**src/rtl/eth_pkg.sv**
```systemverilog
// Shared Ethernet constants, framer state encoding and CRC helpers.
package eth_pkg;

  localparam logic [7:0]  ETH_PREAMBLE = 8'h55;
  localparam logic [7:0]  ETH_SFD      = 8'hD5;
  localparam logic [31:0] CRC32_POLY   = 32'h04C11DB7;
  localparam logic [31:0] CRC32_INIT   = 32'hFFFFFFFF;

  // Width of the shared byte / preamble / FCS / gap counter.
  localparam int unsigned CNT_W = 11;

  typedef enum logic [2:0] {
    IDLE,
    PRE,
    DATA,
    PAD,
    FCS,
    UNDERRUN,
    GAP
  } tx_state_e;

  // The CRC is computed LSB-first, so the update uses the mirrored polynomial.
  function automatic logic [31:0] bit_reverse32(input logic [31:0] v);
    logic [31:0] r;
    r = '0;
    for (int i = 0; i < 32; i++) begin
      r[i] = v[31-i];
    end
    return r;
  endfunction

endpackage

```
**src/rtl/crc32_d8.sv**
```systemverilog
// Combinational byte-parallel CRC-32 (reflected) next-state; shared with the RX checker.
module crc32_d8
  import eth_pkg::*;
(
  input  logic [7:0]  i_data,
  input  logic [31:0] i_crc,
  output logic [31:0] o_crc
);

  localparam logic [31:0] PolyRefl = bit_reverse32(CRC32_POLY);

  // Eight unrolled LSB-first shift steps, one per data bit.
  always_comb begin
    logic [31:0] c;
    c = i_crc;
    for (int i = 0; i < 8; i++) begin
      if (c[0] ^ i_data[i]) begin
        c = (c >> 1) ^ PolyRefl;
      end else begin
        c = c >> 1;
      end
    end
    o_crc = c;
  end

endmodule

```
**src/rtl/eth_mac_tx_framer.sv**
```systemverilog
// Ethernet TX framer: preamble/SFD, payload, zero pad, CRC-32 FCS and inter-frame gap onto GMII.
module eth_mac_tx_framer
  import eth_pkg::*;
#(
  parameter int unsigned P_FRAME_GAP    = 12,
  parameter int unsigned P_MIN_LEN      = 60,
  parameter int unsigned P_PREAMBLE_LEN = 7
) (
  input  logic       i_clk,
  input  logic       i_rst_n,
  input  logic [7:0] i_pre_data,
  input  logic       i_pre_valid,
  input  logic       i_pre_last,
  output logic       o_pre_ready,
  output logic [7:0] o_tx_data,
  output logic       o_tx_en,
  output logic       o_tx_er,
  output logic       o_underrun,
  output logic       o_busy
);

  localparam logic [CNT_W-1:0] MinLen  = CNT_W'(P_MIN_LEN);
  localparam logic [CNT_W-1:0] PreLen  = CNT_W'(P_PREAMBLE_LEN);
  localparam logic [CNT_W-1:0] GapLast = CNT_W'(P_FRAME_GAP - 1);

  tx_state_e        state;
  logic [CNT_W-1:0] cnt;
  logic [CNT_W-1:0] cnt_inc;
  logic [31:0]      crc;
  logic [31:0]      crc_next;
  logic [7:0]       crc_in;
  logic [7:0]       fcs_byte;

  // Pad bytes feed zeros into the CRC; otherwise the upstream byte.
  assign crc_in  = (state == PAD) ? 8'h00 : i_pre_data;
  // Saturating byte count; saturation never ends a frame early.
  assign cnt_inc = (cnt == '1) ? cnt : cnt + 1'b1;

  assign o_pre_ready = (state == DATA) || (state == UNDERRUN);
  assign o_busy      = (state != IDLE);

  crc32_d8 u_crc32_d8 (
    .i_data (crc_in),
    .i_crc  (crc),
    .o_crc  (crc_next)
  );

  // Select the FCS byte, least significant byte first.
  always_comb begin
    fcs_byte = 8'h00;
    unique case (cnt[1:0])
      2'd0: fcs_byte = ~crc[7:0];
      2'd1: fcs_byte = ~crc[15:8];
      2'd2: fcs_byte = ~crc[23:16];
      2'd3: fcs_byte = ~crc[31:24];
      default: fcs_byte = 8'h00;
    endcase
  end

  // Framing FSM with registered GMII outputs; cnt is reused per state.
  always_ff @(posedge i_clk) begin
    if (!i_rst_n) begin
      state      <= IDLE;
      cnt        <= '0;
      crc        <= CRC32_INIT;
      o_tx_data  <= 8'h00;
      o_tx_en    <= 1'b0;
      o_tx_er    <= 1'b0;
      o_underrun <= 1'b0;
    end else begin
      o_tx_er    <= 1'b0;
      o_underrun <= 1'b0;
      unique case (state)
        IDLE: begin
          o_tx_en   <= 1'b0;
          o_tx_data <= 8'h00;
          cnt       <= '0;
          crc       <= CRC32_INIT;
          if (i_pre_valid) state <= PRE;
        end
        PRE: begin
          o_tx_en <= 1'b1;
          crc     <= CRC32_INIT;
          if (cnt < PreLen) begin
            o_tx_data <= ETH_PREAMBLE;
            cnt       <= cnt + 1'b1;
          end else begin
            o_tx_data <= ETH_SFD;
            cnt       <= '0;
            state     <= DATA;
          end
        end
        DATA: begin
          o_tx_en <= 1'b1;
          if (i_pre_valid) begin
            o_tx_data <= i_pre_data;
            crc       <= crc_next;
            cnt       <= cnt_inc;
            if (i_pre_last) begin
              if (cnt_inc < MinLen) begin
                state <= PAD;
              end else begin
                cnt   <= '0;
                state <= FCS;
              end
            end
          end else begin
            // Upstream starved mid-frame: poison the frame on the wire.
            o_tx_data  <= 8'h00;
            o_tx_er    <= 1'b1;
            o_underrun <= 1'b1;
            state      <= UNDERRUN;
          end
        end
        PAD: begin
          o_tx_en   <= 1'b1;
          o_tx_data <= 8'h00;
          crc       <= crc_next;
          if (cnt_inc >= MinLen) begin
            cnt   <= '0;
            state <= FCS;
          end else begin
            cnt <= cnt_inc;
          end
        end
        FCS: begin
          o_tx_en   <= 1'b1;
          o_tx_data <= fcs_byte;
          if (cnt[1:0] == 2'd3) begin
            cnt   <= '0;
            state <= GAP;
          end else begin
            cnt <= cnt + 1'b1;
          end
        end
        UNDERRUN: begin
          // Drain the rest of the aborted frame without transmitting it.
          o_tx_en   <= 1'b0;
          o_tx_data <= 8'h00;
          if (i_pre_valid && i_pre_last) begin
            cnt   <= '0;
            state <= GAP;
          end
        end
        GAP: begin
          o_tx_en   <= 1'b0;
          o_tx_data <= 8'h00;
          if (cnt == GapLast) begin
            cnt   <= '0;
            crc   <= CRC32_INIT;
            state <= i_pre_valid ? PRE : IDLE;
          end else begin
            cnt <= cnt + 1'b1;
          end
        end
        default: begin
          state <= IDLE;
        end
      endcase
    end
  end

endmodule
```
**config.mk**
```make
export PLATFORM = sky130hd
export DESIGN_NAME = eth_mac_tx_framer
export DESIGN_NICKNAME = d
export VERILOG_FILES = /design/src/rtl/eth_pkg.sv /design/src/rtl/crc32_d8.sv /design/src/rtl/eth_mac_tx_framer.sv
export SDC_FILE = /design/constraint.sdc
export NUM_CORES = 1
export LEC_CHECK = 0
export ABC_AREA = 1
export BUFFER_PORTS_ARGS = -buffer_cell sky130_fd_sc_hd__buf_4
export CORE_AREA = 2 2 102 114
export DETAILED_ROUTE_END_ITERATION = 12
export DIE_AREA = 0 0 104 116
export GPL_TIMING_DRIVEN = 0
export PLACE_DENSITY = 0.55
export SETUP_SLACK_MARGIN = 0.05
export SYNTH_ARGS = -nofsm -noshare
export SYNTH_HDL_FRONTEND = slang
export SYNTH_SLANG_ARGS = --single-unit
```
**constraint.sdc**
```tcl
create_clock -name i_clk -period 1.9 [get_ports i_clk]
set_input_delay 0.38 -clock i_clk [delete_from_list [all_inputs] [get_ports i_clk]]
set_output_delay 0.38 -clock i_clk [all_outputs]
set_load 0.1 [all_outputs]
```
==> impl_results.md <==
- Status: finished with violations
- Failing checks: setup timing
- Worst hold start: i_pre_data[7]
- Final #Nets: 788
- Total I/O pin count: 25
- Clk slew on worst S/H paths: approximately 0.08 ns
- CTS Sinks: 56
- Post-Syn Area: about 4300 sq um
- First-pass GRT wire length: between 20 and 25 mm
- Ranking of synthesized cells by area: dfxtp_1 26%, nand2_1 19%, a21oi_1 7.0%
- Setup TNS: -0.0790 ns
- Core footprint: between 10000 and 15000 sq um
- Placed cells: about 860
- Clk_lat worst skew: roughly 0.30 ns
- Post-synthesis compound-gate area fraction: a little under a fifth
- Die width: ~100 microns
- Drt drc: 0
- Root buf cell: clkbuf_16
- Worst VDD drop: about 0.76 mV
- Avg Inst Size Synth: ~6.2 sq um
- Post-synth top flop: dfxtp_1
- H-tree depth: 2
- Largest net degree at the start of global routing: 17
- Worst-Margin Slew: 0.776 ns
- Slowest cell on crit path: dfxtp_4
- GPL Wtd Cong: about 0.91
- Synth area leader: dfxtp_1
- Final Skew: 0.00829 ns
- MaxCap Viol Count: 0
- Number of port buffers: 24
- Max-slew violations: 0
- Post-synth top area share: 26.1%
- Crit-path max cell delay: between 0.3 and 0.4 ns
- Synth Area in Simple Gates: 35.4%
- Fin. Hold Viols: 0
- Worst setup path start: state[2]$_SDFFE_PN0P_
- CP Capture Type: flop
- EDFF count, synth: 0
- Diode count: 0
- CTS tree: built
- Async SR Flop Fraction: 0%
- Fin cells: a little over 900
- Period minus WS final: approximately 1.9 ns
- Drt wl/cell: 17.3 microns
- Synth unique cells: 39
- Syn-to-layout area delta: 42.2%
- Net Count, Synth: 705
- LEAKAGE: 2.77 nW
- Pwr dens: approximately 1300 nW/um^2
- Fin crit share: 102%
- Largest family of logic cells by synthesized area: simple AND/OR/NAND/NOR gates
- WS Path Type: flop to flop
- Starting DRC count in detailed routing: roughly 300
- Total Routing Usage GR: between 20% and 30%
- Die H: approximately 120 microns
- WP data required: 2.09 ns
- Layout cell share with drive strength beyond 1: between 30% and 40%
- Vias: roughly 4900
- Die area: about 12000 sq um
- Number of buffers created by CTS: 5
- CP top delay family: buffers and inverters
- Starting density of the core: about two fifths
- Setup violations, final: 4
- Worst reg2reg startpoint: state[2]$_SDFFE_PN0P_
- Post-Syn Instances: 688
- Final antenna-violating net count: 0
- CP cell instances: inv_6, nand3_4, buf_8, nand2_8, xor2_4, buf_12, buf_6, xor2_2, or2_1, a21oi_2, o21ai_1
- Post-synthesis mux area share: 0%
- Max Buffers Root-to-Sink: 2
- Adder-cell share of the synthesized area: around 1.5%
- CP bufs+invs: 4
- Hold-fix buffers at CTS: 0
- Initial DRT Pass Iterations: 7
- Critical Path AT: 2.13 ns
- Initial antenna violation count: 0
- Fin area: 6110 sq um
- Worst rel slew slack: 48.3%
- Routed wire length: 15.9 mm
- Cell Area, Placed: ~4700 sq um
- Site Rows: 40
- Worst min path class: input pin to flop
- Yosys warning count: 0
- Vias in the first global route: between 4000 and 5000
- Max frequency: between 500 and 600 MHz
- CP startpoint kind: flop
- CP max FO: 5
- FF+latch count, synth: 56
- Congestion Overflow GR: 0
- Xor/xnor cell area share of the yosys netlist: 7.87%
- Register area share after synthesis: around a quarter
- Final setup margin: -0.0423 ns
- RSZ-0062 raised after global routing: yes
- Via density: ~5.4
- Post-DP HPWL: approximately 11 mm
- Worst Setup Slack post-DPL: -0.484 ns
- FILL cells: about 1100
-- kinds of logic after synthesis --
family	after synthesis
AOI/OAI and AO/OA	147
adders and majority gates	5
and+or+nand+nor	346
buffers and inverters	104
xor gates and xnor gates	30
DFF	56
-- cells in the final DEF (no fill, tap or decap), drive strengths merged --
master and count:
nand2 232, bufinv 1, xnor2 5, clkinv 1, o211ai 8, nand4 3, a22oi 4, o21bai 1
nand3 59, a31oi 4, o31ai 1, xor2 25, nand3b 4, o22ai 9, a211oi 2, nor3 5
clkbuf 18, or2 5, buf 87, o221ai 7, ha 5, o21ai 51, inv 78, a21oi 60
clkinvlp 3, dfxtp 56, nor2 38
-- state kept, by name, indices dropped and copies added (netlist names) --
signal,count
o_tx_data,8
state,3
crc,32
cnt,11
o_tx_en,1
o_underrun,1
-- metal layers --
metal | part of all wire [%] | wire length (microns) | GRT usage, %
met1 | 40 | 6290 | 29.7
met5 | 0 | 0 | 0
met4 | 4.1 | 647 | 8.47
met2 | 51 | 8130 | 47.9
met3 | 5.0 | 794 | 2.64
-- worst reg2reg max path, stage by stage (launching register included) --
cell	delay (ns)
dfxtp_4	0.39
inv_6	0.05
nand3_4	0.09
buf_8	0.16
nand2_8	0.08
xor2_4	0.17
buf_12	0.15
buf_6	0.12
xor2_2	0.14
or2_1	0.26
a21oi_2	0.15
o21ai_1	0.06
-- cell type report --
cell class / count / area (sq um) / share of cell area (%)
Multi-Input combinational cell: 528 / 3430 / 56.1
Sequential cell: 56 / 1140 / 18.7
Timing Repair Buffer: 77 / 682 / 11.2
Inverter: 81 / 330 / 5.41
Tap cell: 147 / 184 / 3.01
Buffer: 22 / 175 / 2.87
Clock buffer: 6 / 129 / 2.11
Clock inverter: 2 / 35.0 / 0.574
-- worst paths after layout --
path	to	slack, ns	depth (start not counted)
worst min register to register	o_tx_en$_SDFFE_PN0P_	0.48	2
worst min-delay path	o_tx_data[7]$_SDFFE_PN0P_	0.38	3
worst max register to register	crc[15]$_SDFFE_PN1P_	-0.04	11
worst max-delay path	crc[15]$_SDFFE_PN1P_	-0.04	11
-- synth_stat cells, types with 6 or more instances --
master and number:
nand2_1 214, o21ai_0 34, inv_2 7, dfxtp_1 56, o221ai_1 7, buf_2 6, xor2_1 20, nand2_2 14
o211ai_1 8, o21ai_1 16, nor2_1 34, a21oi_1 60, nand3_1 56, clkbuf_1 10, inv_1 74, o22ai_1 9
-- what timing repair did --
action                                  CTS  global route
setup buffers                            23            29
resized for setup                        79           132
cloned                                    0             1
pin swaps                                26            50
endpoints found under the setup margin   55            53
-- through the flow --
step,power (mW),utilization (%),hold WS (ns)
after floorplan,4.58,-,0.466
after global placement,5.50,43.2,0.461
after detailed placement,5.53,43.2,0.470
after CTS,7.09,49.2,0.366
after global routing,8.72,56.5,0.386
final,8.21,56.5,0.376
-- where the power goes --
part / switching (mW) / internal (mW)
combinational: 3.40 / 1.98
clock: 0.466 / 0.623
sequential: 0.295 / 1.44
Note: power is estimated with default switching activity, not from simulation.
